File: config.mk
export PLATFORM = sky130hd
export DESIGN_NAME = ioctl_stream_writer
export DESIGN_NICKNAME = d
export VERILOG_FILES = /design/src/rtl/ioctl_stream_writer.sv
export SDC_FILE = /design/constraint.sdc
export NUM_CORES = 1
export LEC_CHECK = 0
export ABC_AREA = 0
export ABC_CLOCK_PERIOD_IN_PS = 2160
export BUFFER_PORTS_ARGS = -buffer_cell sky130_fd_sc_hd__buf_4
export CAP_MARGIN = 10
export CORE_MARGIN = 2
export CORE_UTILIZATION = 39
export DETAILED_ROUTE_END_ITERATION = 8
export SYNTH_ARGS = -nofsm -noshare
export SYNTH_HDL_FRONTEND = slang
export SYNTH_SLANG_ARGS = --single-unit
export TNS_END_PERCENT = 50
File: constraint.sdc
create_clock -name clk_sys -period 2.16 [get_ports clk_sys]
set_input_delay 0 -clock clk_sys [delete_from_list [all_inputs] [get_ports clk_sys]]
set_output_delay 0 -clock clk_sys [all_outputs]
set_load 0.03 [all_outputs]
File: src/rtl/ioctl_stream_writer.sv
// ioctl download driver: paces an upstream byte stream into ioctl_wr strobes
// framed by ioctl_download, with a fixed gap between writes and a closing tail.
module ioctl_stream_writer #(
  parameter int                ADDR_W     = 25,
  parameter int                WR_GAP     = 4,
  parameter int                TAIL       = 8,
  parameter logic [ADDR_W-1:0] START_ADDR = '0
) (
  input  logic              clk_sys,
  input  logic              reset_n,
  input  logic              start,
  input  logic [ADDR_W-1:0] length,
  input  logic              abort,
  input  logic              s_valid,
  input  logic [7:0]        s_data,
  output logic              s_ready,
  output logic              ioctl_download,
  output logic              ioctl_wr,
  output logic [ADDR_W-1:0] ioctl_addr,
  output logic [7:0]        ioctl_dout,
  output logic              busy,
  output logic              done
);

  typedef enum logic [2:0] {
    S_IDLE, S_WAIT, S_WRITE, S_GAP, S_TAIL
  } state_t;

  localparam logic [7:0] GAP_LAST  = 8'(WR_GAP);
  localparam logic [7:0] TAIL_LAST = 8'(TAIL - 1);
  localparam logic       TAIL_ONE  = (TAIL == 1);
  localparam logic [ADDR_W-1:0] ONE = ADDR_W'(1);

  state_t            state_q, state_d;
  logic [ADDR_W-1:0] rem_q, rem_d;
  logic [ADDR_W-1:0] addr_q, addr_d;
  logic [7:0]        cnt_q, cnt_d;
  logic [7:0]        dout_q, dout_d;
  logic              dl_q, dl_d;
  logic              done_q, done_d;

  // cnt_q counts clocks since the last strobe; it times both gap and tail
  always_comb begin
    state_d = state_q;
    rem_d   = rem_q;
    addr_d  = addr_q;
    cnt_d   = cnt_q;
    dout_d  = dout_q;
    dl_d    = dl_q;
    done_d  = 1'b0;
    s_ready = 1'b0;
    unique case (state_q)
      S_IDLE: begin
        if (start && length != '0) begin
          state_d = S_WAIT;
          rem_d   = length;
          dl_d    = 1'b1;
          addr_d  = START_ADDR;
        end
      end
      S_WAIT: begin
        s_ready = ~abort;
        if (abort) begin
          state_d = S_IDLE;
          dl_d    = 1'b0;
        end else if (s_valid) begin
          dout_d  = s_data;
          state_d = S_WRITE;
        end
      end
      S_WRITE: begin
        rem_d  = rem_q - ONE;
        addr_d = addr_q + ONE;
        cnt_d  = 8'd1;
        if (abort) begin
          state_d = S_IDLE;
          dl_d    = 1'b0;
        end else if (TAIL_ONE && rem_q == ONE) begin
          state_d = S_IDLE;
          dl_d    = 1'b0;
          done_d  = 1'b1;
        end else begin
          state_d = S_GAP;
        end
      end
      S_GAP: begin
        cnt_d = cnt_q + 8'd1;
        if (abort) begin
          state_d = S_IDLE;
          dl_d    = 1'b0;
        end else if (rem_q == '0 && cnt_q == TAIL_LAST) begin
          state_d = S_IDLE;
          dl_d    = 1'b0;
          done_d  = 1'b1;
        end else if (cnt_q == GAP_LAST) begin
          state_d = (rem_q != '0) ? S_WAIT : S_TAIL;
        end
      end
      S_TAIL: begin
        cnt_d = cnt_q + 8'd1;
        if (abort) begin
          state_d = S_IDLE;
          dl_d    = 1'b0;
        end else if (cnt_q == TAIL_LAST) begin
          state_d = S_IDLE;
          dl_d    = 1'b0;
          done_d  = 1'b1;
        end
      end
      default: begin
        state_d = S_IDLE;
        dl_d    = 1'b0;
      end
    endcase
  end

  always_ff @(posedge clk_sys or negedge reset_n) begin
    if (!reset_n) begin
      state_q <= S_IDLE;
      rem_q   <= '0;
      addr_q  <= START_ADDR;
      cnt_q   <= '0;
      dout_q  <= '0;
      dl_q    <= 1'b0;
      done_q  <= 1'b0;
    end else begin
      state_q <= state_d;
      rem_q   <= rem_d;
      addr_q  <= addr_d;
      cnt_q   <= cnt_d;
      dout_q  <= dout_d;
      dl_q    <= dl_d;
      done_q  <= done_d;
    end
  end

  assign ioctl_download = dl_q;
  assign ioctl_wr       = (state_q == S_WRITE);
  assign ioctl_addr     = addr_q;
  assign ioctl_dout     = dout_q;
  assign busy           = (state_q != S_IDLE);
  assign done           = done_q;

endmodule

# Word-level counts from Yosys, hierarchy flattened

Index checks and enable logic that the tools add are counted.

Bits in registers: 71
Input port bits: 38
Output and inout bits: 38

$add $sub $neg: 3
Equal/unequal tests: 12
Multiplexer cells: 29
Bitwise operators: 1
Reduce and logical (&&, ||, !) cells: 15

Operators with widths:

| cell                  | count |
|---|---|
| $pmux 25 s2           | 2 |
| $mux 25               | 2 |
| $reduce_bool 25->1    | 2 |
| $mux 3                | 9 |
| $add 25x1->25 const B | 1 |
| $logic_not 25->1      | 1 |
| $sub 25x1->25 const B | 1 |
| $eq 8x3->1 const B    | 2 |
| $pmux 8 s2            | 1 |
| $pmux 3 s5            | 1 |
| $mux 1                | 11 |
| $ne 3x3->1 const B    | 3 |
| $add 8x1->8 const B   | 1 |
| $reduce_and 4->1      | 2 |
| $eq 3x2->1 const B    | 2 |
| $ne 4x4->1 const B    | 1 |
| $pmux 1 s4            | 1 |
| $reduce_bool 2->1     | 2 |
| $reduce_or 2->1       | 2 |
| $eq 3x1->1 const B    | 1 |
| $eq 3x3->1 const B    | 1 |
| $logic_not 3->1       | 1 |
| $reduce_and 3->1      | 1 |
| $reduce_bool 3->1     | 1 |
| 7 further kinds       | 8 |

# Longest topological paths before layout

Depth in word-level cells: 6
Gate-level depth with buffers: 9

# Worst setup path after synthesis

No wires, ideal clock.

Kind: register to register
Start point: reg rem_q[5]
End point: reg rem_q[22]
Library setup time: 0.126 ns
Arrival time: 2.104 ns
Path slack: -0.070 ns
Cell stages (with the launch flop): 7
Path buffers: 1
Period minus slack after synthesis: 2.230 ns
Cells stage by stage: dfrtp_1 -> or4_1 -> buf_2 -> nor4_4 -> nand3_1 -> mux2_2 -> a221o_1

Cells in the longest elaborated chain, start to end: 2

RTL lines:

| item                   | line | RTL |
|---|---|---|
| from (decl)            | 35   | `logic [ADDR_W-1:0] rem_q, rem_d;` |
| from (signal assigned) | 128  | `rem_q <= rem_d;` |
| $sub 25x1->25          | 72   | `rem_d = rem_q - ONE;` |
| $pmux 25 s2            | 52   | `unique case (state_q)` |

No other way between the ends.
A chain may end at the register's enable or synchronous reset.

# Final worst setup path

Start point: reg rem_q[8]
End point: reg rem_q[20]

Same word-level chain as after synthesis.

==> key figures <==
Run status
  • Status: complete, no violations

Die
  • Die Footprint: 10570 sq um
  • Initial Util: 39.49%
  • Placement row count: 36
  • Die Y-Extent: 102.8 microns
  • Ports: 76
  • Die extent in x: 102.8 microns
  • Core Footprint: 9639 sq um

STA
  • RSZ-0062 raised after global routing: true
  • Setup TNS: 0 ps
  • Final Hold Fails: 0
  • Worst hold margin: 189.8 ps
  • Tmin final: 2069 ps
  • Setup violators final: 0
  • Final period utilization: 95.77%
  • Slew @ Worst Pin: 924.2 ps
  • Max Fclk: 483.4 MHz
  • Skew final: 12.56 ps
  • Slew HR: 38.38%
  • Final slew viol count: 0

Yosys
  • EDFF count, synth: 0
  • Register bit count reported by yosys: 71
  • Syn_area_per_cell: 9.329 sq um
  • Synth unique cells: 56
  • Mapped Cells: 408
  • Async SR Flop Fraction: 100.0%
  • Post-Syn Nets: 450
  • Synth warnings: 0
  • Post-synth top flop: dfrtp_1
  • Post-synthesis sequential area ratio: 46.68%
  • Mapped cell area: 3806 sq um

Drt
  • WL per Instance: 15.25 microns
  • DRC: 0
  • Via Count: 3758
  • Antenna-violating nets left: 0
  • Drt pass-1 iters: 4
  • Routed WL: 10.64 mm
  • Vias/cell: 5.384
  • Detailed Route Iter0 Violations: 127

Clock tree
  • Max clock buf depth: 2
  • CTS tree: done
  • Clock transition at path regs: 80 ps
  • CTS Root Cell: clkbuf_8
  • CTS buffer count: 9
  • CTS Sinks: 71
  • H-tree levels: 3
  • Clk_lat worst skew: 350 ps

Place
  • Placed cells: 638
  • Post-DP Area: 4738 sq um
  • Port Buffers: 75
  • GPL Wtd Cong: 0.8484
  • DP HPWL: 7.209 mm

Global routing
  • First-pass GRT wire length: 17.27 mm
  • All-Layer GR Usage: 20.97%
  • Largest net degree at the start of global routing: 72
  • Antenna violations before repair: 0
  • Vias in the first global route: 3623
  • Grt ovf: 0

Worst hold path
  • Min-delay src: start
  • Hold Path Cell Cnt: 4
  • WHS Endpoint: rem_q[10]$_DFFE_PN0P_
  • Hold crit path type: primary input to flip-flop

Layout
  • Leading cell type in the layout, fill and taps excluded: buf_4
  • Commonest non-fill, non-tap cells in the layout: buf_4, dfrtp_1, nand2_1, nand3_1, dlygate4sd3_1
  • Synth-to-layout area growth: 42.08%
  • Cell area after layout: 5408 sq um
  • Final net count: 602
  • Share of layout cells above drive strength 1: 29.91%
  • Layout Cells excl Fill: 698
  • Number of diodes: 0

Critical path
  • Reg2reg start: rem_q[8]$_DFFE_PN0P_
  • Critical path endpoint category: flip-flop
  • Crit path launch type: flip-flop
  • WP data arrival: 2340 ps
  • Reg-to-Reg End: rem_q[20]$_DFFE_PN0P_
  • Required time worst endpoint: 2430 ps
  • R2R depth: 6
  • Crit Path Max Fanout: 4
  • Path type of the worst setup path: flip-flop to flip-flop
  • Reg2reg setup slack: 90 ps

Pwr
  • P_leak: 2.381 nW
  • Worst ir drop on vdd: 0.6188 mV
  • PD cells: 1088 nW/um^2

Job
  • Number of max-cap violations: 0
[Yosys cell counts (2+ instances only)]
library cell   n  area, sq um
clkbuf_1       6        22.52
nor3_2         2        20.02
nand4b_1       2        17.52
nor2_1        36        135.1
o22ai_1        2        12.51
mux2i_1        6        60.06
and3_1         6        37.54
a221o_1        2        20.02
o31ai_1        9        67.56
and2_1         2        12.51
nand2_1       45        168.9
buf_2          5        25.02
nand3_1       41        205.2
xnor2_1        2        17.52
a211oi_1       5        37.54
a31oi_1        5        31.28
dfrtp_1       71         1777
nor2b_1        2        12.51
a21o_1         2        15.01
a22oi_1        3        22.52
buf_1          4        15.01
o211ai_1      22        165.2
o311ai_0       2        17.52
inv_1         11        41.29
nor3_1        10        50.05
nor4_1        10        62.56
mux2_2        10        112.6
a21oi_1        8        40.04
clkbuf_8       3        41.29
nand4_1       12        75.07
nor4b_1        2        17.52
ha_1           4        50.05
xor2_1         3        26.28
or4_1          5        37.54
nand2b_1       2        12.51
o21ai_0       24        120.1
or3_1          3        18.77
[metal layers]
| metal | vias up | share of wire, % | GRT usage, % |
|---|---|---|---|
| met5 | - | 0 | 0 |
| met4 | 0 | 3.2 | 10.43 |
| li1 | 1836 | - | - |
| met2 | 100 | 46 | 32.23 |
| met3 | 30 | 3.4 | 3.254 |
| met1 | 1792 | 47 | 28.97 |
[where the power goes]
group / switching, W / internal (W)
Combinational: 0.00148 / 0.00123
Sequential: 0.000378 / 0.00174
Clock: 0.000518 / 0.000530
Total: 0.00238 / 0.00350
[per-stage QoR]
stage | total power (W) | utilization (%) | worst slack [ps]
global placement | 0.004571 | 49.16 | 16.45
global route | 0.006294 | 56.10 | -51.19
floorplan | 0.003608 | - | 22.96
detailed placement | 0.004621 | 49.16 | -31.41
finish | 0.005882 | 56.10 | 91.36
CTS | 0.005735 | 54.98 | -12.46
[kinds of logic (layout without fill, tap and decap cells)]
logic type / after synthesis / in the layout / synth area share, %
compound gates: 92 / 92 / 16.27
xor+xnor: 5 / 5 / 1.151
fa+ha+maj: 4 / 4 / 1.315
buf+inv: 31 / 188 / 4.109
flops: 71 / 71 / 46.68
mux: 16 / 16 / 4.537
simple gates: 189 / 189 / 25.94
[area by class of cell]
cell class              count  area [sq um]
fillers                   892          4232
multi-input cells         306          1933
flip-flops and latches     71          1777
repair buffers            160          1297
well taps                 133         166.4
clock buffers              10         127.6
clock inverters             6         61.31
inverters                  12         45.04
[sequential cells by signal (all words and copies together) (netlist names)]
register        count
ioctl_dout          8
state_q             3
rem_q              25
ioctl_addr         25
done                1
ioctl_download      1
cnt_q               8
[critical path, stage by stage (launching register included)]
cell and delay [ps]:
dfrtp_1 380, or4_4 540, nor4_4 310, buf_4 180
nand3_4 60, or4_1 390, a31oi_1 140
[worst max path at each step]
stage	from	slack (ps)	to
2_1_floorplan	rem_q[10]$_DFFE_PN0P_	20	rem_q[22]$_DFFE_PN0P_
3_3_place_gp	rem_q[0]$_DFFE_PN0P_	20	rem_q[22]$_DFFE_PN0P_
3_5_place_dp	rem_q[0]$_DFFE_PN0P_	-30	rem_q[22]$_DFFE_PN0P_
4_1_cts	rem_q[13]$_DFFE_PN0P_	-10	rem_q[20]$_DFFE_PN0P_
5_1_grt	state_q[0]$_DFFE_PN0P_	-50	ioctl_addr[21]$_DFFE_PN0P_
6_report	rem_q[8]$_DFFE_PN0P_	90	rem_q[20]$_DFFE_PN0P_
[timing repair]
item                                    CTS  global route
gates resized for setup                   2            15
endpoints found under the hold margin   107             0
endpoints found under the setup margin    4            15
hold buffers                             36             0
pin swaps                                 1             5
buffers inserted                          1             6
cloned                                    0             1
Note: power is estimated with default switching activity, not from simulation.
